<file path="src/rtl/qpi_line_pkg.sv">
// Shared state encoding, index-width helper and address-step default for the
// QPI cache-line burst engine and its downstream adapter.
package qpi_line_pkg;

    // QPI word-address increment per data word, shared with the adapter.
    localparam int unsigned QPI_ADDR_STEP = 2;

    typedef enum logic [1:0] {
        StIdle,
        StPrefetch,
        StBurst,
        StDrain
    } line_state_e;

    function automatic int unsigned idx_width(input int unsigned words);
        return (words > 1) ? $clog2(words) : 1;
    endfunction

endpackage

</file>
<file path="src/rtl/qpi_line_idx_ctr.sv">
// Word counter, wrapped line index, last-word flag and QPI address stepping.
// QPI_LINE_ENGINE_CRITICAL_WORD_FIRST_EN starts at the critical word and wraps to the line base.
module qpi_line_idx_ctr
    import qpi_line_pkg::*;
#(
    parameter int unsigned AW         = 24,
    parameter int unsigned LINE_WORDS = 8,
    parameter int unsigned ADDR_STEP  = QPI_ADDR_STEP,
    localparam int unsigned IW        = idx_width(LINE_WORDS)
) (
    input  logic          clk,
    input  logic          rst,
    input  logic          load_i,
    input  logic [AW-1:0] req_addr_i,
    input  logic          step_i,
    output logic [IW-1:0] start_idx_o,
    output logic [IW-1:0] idx_o,
    output logic [IW-1:0] next_idx_o,
    output logic          last_o,
    output logic [AW-1:0] addr_o
);

    localparam logic [AW-1:0] StepW   = AW'(ADDR_STEP);
    localparam logic [AW-1:0] SpanW   = AW'(LINE_WORDS * ADDR_STEP);
    localparam logic [IW-1:0] LastIdx = IW'(LINE_WORDS - 1);

    logic [IW-1:0] cnt_q, cnt_d;
    logic [IW-1:0] start_q, start_d;
    logic [AW-1:0] addr_q, addr_d;
    logic [AW-1:0] line_base;
    logic [AW-1:0] load_addr;

    assign line_base = req_addr_i - (req_addr_i % SpanW);

`ifdef QPI_LINE_ENGINE_CRITICAL_WORD_FIRST_EN
    logic [AW-1:0] base_q, base_d;
    assign start_idx_o = IW'((req_addr_i / StepW) % AW'(LINE_WORDS));
    assign load_addr   = req_addr_i;
`else
    assign start_idx_o = '0;
    assign load_addr   = line_base;
`endif

    always_comb begin
        cnt_d   = cnt_q;
        start_d = start_q;
        addr_d  = addr_q;
`ifdef QPI_LINE_ENGINE_CRITICAL_WORD_FIRST_EN
        base_d  = base_q;
`endif
        if (load_i) begin
            cnt_d   = '0;
            start_d = start_idx_o;
            addr_d  = load_addr;
`ifdef QPI_LINE_ENGINE_CRITICAL_WORD_FIRST_EN
            base_d  = line_base;
`endif
        end else if (step_i) begin
            cnt_d = cnt_q + 1'b1;
`ifdef QPI_LINE_ENGINE_CRITICAL_WORD_FIRST_EN
            // Wrapped burst: leaving the top word of the line returns to its base.
            addr_d = (idx_o == LastIdx) ? base_q : addr_q + StepW;
`else
            addr_d = addr_q + StepW;
`endif
        end
    end

    always_ff @(posedge clk) begin
        if (rst) begin
            cnt_q   <= '0;
            start_q <= '0;
            addr_q  <= '0;
`ifdef QPI_LINE_ENGINE_CRITICAL_WORD_FIRST_EN
            base_q  <= '0;
`endif
        end else begin
            cnt_q   <= cnt_d;
            start_q <= start_d;
            addr_q  <= addr_d;
`ifdef QPI_LINE_ENGINE_CRITICAL_WORD_FIRST_EN
            base_q  <= base_d;
`endif
        end
    end

    // LINE_WORDS is a power of two, so IW-bit arithmetic wraps modulo the line.
    assign idx_o      = start_q + cnt_q;
    assign next_idx_o = idx_o + 1'b1;
    assign last_o     = (cnt_q == LastIdx);
    assign addr_o     = addr_q;

endmodule

</file>
<file path="src/rtl/qpi_line_engine.sv">
// Cache-line fill/writeback burst sequencer feeding the QPI-to-SDRAM adapter.
// Optional QPI_LINE_ENGINE_CRITICAL_WORD_FIRST_EN: critical-word-first wrapped bursts.
module qpi_line_engine
    import qpi_line_pkg::*;
#(
    parameter int unsigned AW         = 24,
    parameter int unsigned DW         = 32,
    parameter int unsigned LINE_WORDS = 8,
    parameter int unsigned ADDR_STEP  = QPI_ADDR_STEP,
    localparam int unsigned IW        = idx_width(LINE_WORDS)
) (
    input  logic          clk,
    input  logic          rst,
    input  logic          req_valid,
    input  logic          req_write,
    input  logic [AW-1:0] req_addr,
    output logic          req_ready,
    output logic          req_done,
    output logic          fill_valid,
    output logic [IW-1:0] fill_idx,
    output logic [DW-1:0] fill_data,
    output logic          wb_rd_en,
    output logic [IW-1:0] wb_rd_idx,
    input  logic [DW-1:0] wb_rd_data,
    output logic          qpi_do_read,
    output logic          qpi_do_write,
    output logic [AW-1:0] qpi_addr,
    output logic [DW-1:0] qpi_wdata,
    input  logic [DW-1:0] qpi_rdata,
    input  logic          qpi_next_word,
    input  logic          qpi_is_idle
);

    line_state_e   state_q, state_d;
    logic          write_q, write_d;
    logic          wb_pending_q, wb_pending_d;
    logic          fill_valid_q, fill_valid_d;
    logic [IW-1:0] fill_idx_q, fill_idx_d;
    logic [DW-1:0] fill_data_q, fill_data_d;
    logic          req_done_q, req_done_d;
    logic [DW-1:0] qpi_wdata_q, qpi_wdata_d;

    logic          accept;
    logic          step;
    logic [IW-1:0] start_idx;
    logic [IW-1:0] idx;
    logic [IW-1:0] next_idx;
    logic          last;
    logic          in_burst;

    assign in_burst  = (state_q == StBurst);
    assign req_ready = !rst && (state_q == StIdle) && qpi_is_idle;
    assign accept    = req_valid && req_ready;
    assign step      = in_burst && qpi_next_word;

    qpi_line_idx_ctr #(
        .AW         (AW),
        .LINE_WORDS (LINE_WORDS),
        .ADDR_STEP  (ADDR_STEP)
    ) u_idx_ctr (
        .clk         (clk),
        .rst         (rst),
        .load_i      (accept),
        .req_addr_i  (req_addr),
        .step_i      (step),
        .start_idx_o (start_idx),
        .idx_o       (idx),
        .next_idx_o  (next_idx),
        .last_o      (last),
        .addr_o      (qpi_addr)
    );

    // RAM reads: first word at accept, the rest one strobe ahead of the adapter.
    assign wb_rd_en  = (accept && req_write) || (step && write_q && !last);
    assign wb_rd_idx = !wb_rd_en ? '0 : (state_q == StIdle) ? start_idx : next_idx;

    // Dropping do_x with the final strobe tells the adapter to close the burst.
    assign qpi_do_read  = in_burst && !write_q && !(qpi_next_word && last);
    assign qpi_do_write = in_burst && write_q && !(qpi_next_word && last);

    always_comb begin
        state_d      = state_q;
        write_d      = write_q;
        wb_pending_d = 1'b0;
        fill_valid_d = 1'b0;
        fill_idx_d   = fill_idx_q;
        fill_data_d  = fill_data_q;
        req_done_d   = 1'b0;
        qpi_wdata_d  = qpi_wdata_q;

        if (wb_pending_q) begin
            qpi_wdata_d = wb_rd_data;
        end

        unique case (state_q)
            StIdle: begin
                if (accept) begin
                    write_d = req_write;
                    state_d = req_write ? StPrefetch : StBurst;
                end
            end
            StPrefetch: begin
                qpi_wdata_d = wb_rd_data;
                state_d     = StBurst;
            end
            StBurst: begin
                if (step) begin
                    if (write_q) begin
                        wb_pending_d = !last;
                    end else begin
                        fill_valid_d = 1'b1;
                        fill_idx_d   = idx;
                        fill_data_d  = qpi_rdata;
                    end
                    if (last) begin
                        req_done_d = 1'b1;
                        state_d    = StDrain;
                    end
                end
            end
            StDrain: begin
                if (qpi_is_idle) begin
                    state_d = StIdle;
                end
            end
            default: state_d = StIdle;
        endcase
    end

    always_ff @(posedge clk) begin
        if (rst) begin
            state_q      <= StIdle;
            write_q      <= 1'b0;
            wb_pending_q <= 1'b0;
            fill_valid_q <= 1'b0;
            fill_idx_q   <= '0;
            fill_data_q  <= '0;
            req_done_q   <= 1'b0;
            qpi_wdata_q  <= '0;
        end else begin
            state_q      <= state_d;
            write_q      <= write_d;
            wb_pending_q <= wb_pending_d;
            fill_valid_q <= fill_valid_d;
            fill_idx_q   <= fill_idx_d;
            fill_data_q  <= fill_data_d;
            req_done_q   <= req_done_d;
            qpi_wdata_q  <= qpi_wdata_d;
        end
    end

    assign fill_valid = fill_valid_q;
    assign fill_idx   = fill_idx_q;
    assign fill_data  = fill_data_q;
    assign req_done   = req_done_q;
    assign qpi_wdata  = qpi_wdata_q;

endmodule

</file>
<file path="config.mk">
export PLATFORM = sky130hd
export DESIGN_NAME = qpi_line_engine
export DESIGN_NICKNAME = d
export VERILOG_FILES = /design/src/rtl/qpi_line_pkg.sv /design/src/rtl/qpi_line_idx_ctr.sv /design/src/rtl/qpi_line_engine.sv
export SDC_FILE = /design/constraint.sdc
export NUM_CORES = 1
export LEC_CHECK = 0
export ABC_AREA = 1
export ABC_CLOCK_PERIOD_IN_PS = 3500
export CAP_MARGIN = 20
export CORE_ASPECT_RATIO = 1.75
export CORE_MARGIN = 2
export CORE_UTILIZATION = 45
export CTS_CLUSTER_SIZE = 16
export DETAILED_ROUTE_END_ITERATION = 6
export PLACE_DENSITY = 0.93
export SLEW_MARGIN = 20
export SYNTH_ARGS = -nofsm -noshare
export SYNTH_HDL_FRONTEND = slang
export SYNTH_SLANG_ARGS = --single-unit
</file>
<file path="constraint.sdc">
create_clock -name clk -period 3.5 [get_ports clk]
set_input_delay 0.7 -clock clk [delete_from_list [all_inputs] [get_ports clk]]
set_output_delay 0.7 -clock clk [all_outputs]
set_load 0.02 [all_outputs]
</file>
==> results_dict.tcl <==
set metrics [dict create \
    drv_slew 0 \
    hold_buffers 0 \
    fmax_mhz 321 \
    hold_ws_ns 0.488 \
    layout-drive-gt1-share 0.0561 \
    totalWireLength_um 13700 \
    grt.total_usage 0.263 \
    remaining_drc_errors 0 \
    die_area_sq_mm 0.0104 \
    initial_utilization 0.458 \
    setup-violations-final 0 \
    wl_per_cell_um 15.1 \
    synth_nets 702 \
    cts.sinks 99 \
    vdd_drop_max_mv 0.429 \
    syn_to_final_growth_pct 53.6 \
    critPathTopFamily "buffers and inverters" \
    seq_area_frac_synth 0.460 \
    grt_first_pass_wirelength_um 21900 \
    via_count 4603 \
    h-tree-depth 3 \
    sequentialPowerShare 0.367 \
    period_share 0.891 \
    drt_pass1_iterations 6 \
    grt_max_degree 39 \
    crit_path_end_kind "output port" \
    netlist_area_sq_mm 0.00431 \
    cp_slowest_stage_delay_ns 0.60 \
    num_io_pins 194 \
    netlist_instances 600 \
    worst-path-max-fanout 3 \
    yosys_warnings 0 \
    synth_area_leaders "dfxtp_1 46%, nor2_1 15%, o21ai_0 9.9%" \
    cts_resized 0 \
    synth_area_leader_cell "dfxtp_1" \
    power_switching_mw 1.38 \
    cts_tree "done" \
    clock_latency_ns 0.34 \
    r2r-start "state_q[0]" \
    syn_avg_cell_area_sq_um 7.18 \
    timing.critical_path.buf_inv 3 \
    synth-async-reset-ratio 0 \
    gp_congestion 0.990 \
    dieHeight_um 133 \
    hold_viol_final 0 \
    portBuffers 188 \
    r2r_cells 9 \
    p_per_area_mw_per_mm2 619 \
    hold_depth 2 \
    cts_setup_buffers 0 \
    rows 47 \
    critPathSlowestCell "clkdlybuf4s50_1" \
    dieWidth_um 77.9 \
    p_int_mw 2.71 \
    via_per_inst 5.08 \
    r2r_slack_ns 1.30 \
    p_comb_frac 0.359 \
    core_area_sq_mm 0.00941 \
    cp.required_ns 2.80 \
    cp-start-kind "primary input" \
    run_status "completed" \
    cp.arrival_ns 2.42 \
    gr-total-overflow 0 \
    pwr-share-clk 0.274 \
    fin_nets 881 \
    r2r_end "fill_data[30]" \
    cts_buffers 9 \
    hpwl_um 10200 \
    holdPathEnd "qpi_wdata[13]" \
    ys.flop_type "dfxtp_1" \
    synth_top_area_frac 0.460 \
    antenna_found_initial 0 \
    min-delay-start "qpi_wdata[13]" \
    relSlewSlack 0.344 \
    cap_violations 0 \
    ys_ff_latch 99 \
    synth_edf_count 0 \
    swShare 0.337 \
    synth_cell_type_count 37 \
    startpoint "qpi_is_idle" \
    cts_buffer_depth 2 \
    grt_pass1_vias 4639 \
    num_antenna_cells 0 \
    clockRootBuffer "clkbuf_16" \
    drtIter0Drc 260 \
    ant_nets 0 \
    rsz0062_at_grt "false" \
    skew_ns 0.00474 \
    path_cells "clkdlybuf4s50_1 > nand2_1 > nor2_2 > nand2_2 > nor2_1 > a31oi_1 > inv_2 > nand2_1 > nor2_1 > clkdlybuf4s50_1" \
    power.leakage_nw 2.58 \
    hold_class "reg2reg" \
    fin_crit_ns 3.12 \
    crit_type "in2out" \
    tightest_slew_ns 0.983 \
    tns_ns 0 \
    cts.reportedPaths.clkPinSlew_ns 0.06 \
]
## worst register-to-register path, delay by kind of cell (launching register included)
family                   cells  cell delay (ns)
buffers and inverters        4             1.07
AND/OR/NAND/NOR              4             0.42
adder cells (fa/ha/maj)      1             0.25
flip-flops                   1             0.39
## cell usage in the layout (no fill, tap or decap), types with 4 or more instances in the layout
cell,netlist,layout
a21oi_1,22,22
a31oi_1,5,5
buf_4,1,8
clkbuf_16,0,9
clkdlybuf4s50_1,0,188
dfxtp_1,99,99
ha_1,8,8
inv_1,28,27
inv_2,4,4
nand2_1,87,87
nand2_2,4,4
nand3_1,17,17
nand3b_1,5,5
nand4_1,5,5
nor2_1,169,167
nor2_2,3,5
nor3_1,4,4
o21ai_0,85,85
xnor2_1,4,4
xor2_1,5,5
## synth_stat cells (2+ instances only)
cell / n
a21oi_1: 22
a31oi_1: 5
buf_2: 5
buf_6: 2
clkbuf_1: 20
dfxtp_1: 99
ha_1: 8
inv_1: 28
inv_2: 4
nand2_1: 87
nand2_2: 4
nand3_1: 17
nand3b_1: 5
nand4_1: 5
nor2_1: 169
nor2_2: 3
nor2_4: 2
nor3_1: 4
o211ai_1: 2
o21ai_0: 85
xnor2_1: 4
xor2_1: 5
## area by class of cell
type / instances / area, sq um
tap: 122 / 153
clock buffer: 10 / 229
inverter: 34 / 129
timing repair buffer: 196 / 1940
sequential: 99 / 1980
fill: 745 / 2790
clock inverter: 6 / 111
multi-input combinational: 439 / 2070
## metrics by stage
stage	cells	total power [mW]	instance area [sq um]	worst slack, ns	utilization
final	906	4.09	6620	0.381	0.703
after floorplan	600	2.27	4310	0.803	-
after global routing	906	4.29	6620	0.245	0.703
after detailed placement	890	2.99	6270	0.370	0.667
after CTS	906	4.11	6620	0.379	0.703
after global placement	890	2.93	6270	0.418	0.667
## power groups by stage
stage                     registers, mW  logic, mW  clock network (mW)
after floorplan                    1.77      0.496                   0
after global placement             1.51       1.42                   0
after detailed placement           1.52       1.46                   0
after CTS                          1.50       1.48                1.14
after global routing               1.53       1.58                1.18
final                              1.50       1.47                1.12
## routing by layer
layer,global-route usage,part of all wire
met1,0.270,0.36
met5,0,0
met4,0.139,0.042
met2,0.480,0.54
met3,0.0664,0.062
## sequential cells by signal, summed over array words and instances (netlist names)
| register | count |
|---|---|
| fill_data | 32 |
| fill_valid | 1 |
| write_q | 1 |
| fill_idx | 3 |
| state_q | 2 |
| wb_pending_q | 1 |
| req_done | 1 |
| u_idx_ctr.addr_o | 23 |
| qpi_wdata | 32 |
| u_idx_ctr.cnt_q | 3 |
## worst max path at each step
stage | to | slack, ns | cells after the start
floorplan | wb_rd_idx[0] | 0.80 | 7
global placement | wb_rd_idx[1] | 0.42 | 10
detailed placement | wb_rd_idx[2] | 0.37 | 10
CTS | wb_rd_idx[2] | 0.38 | 10
global route | wb_rd_idx[2] | 0.25 | 11
finish | wb_rd_idx[2] | 0.38 | 10
## cells by family after synthesis
kind of cell             Yosys count  synth area share
AND/OR/NAND/NOR                  302             0.290
AO/OA/AOI/OAI                    119             0.147
adder cells (fa/ha/maj)            8            0.0232
XOR/XNOR                           9            0.0183
other                              1          0.000871
buffers and inverters             62            0.0602
flip-flops                        99             0.460
Power figures use the tool's default switching activity.
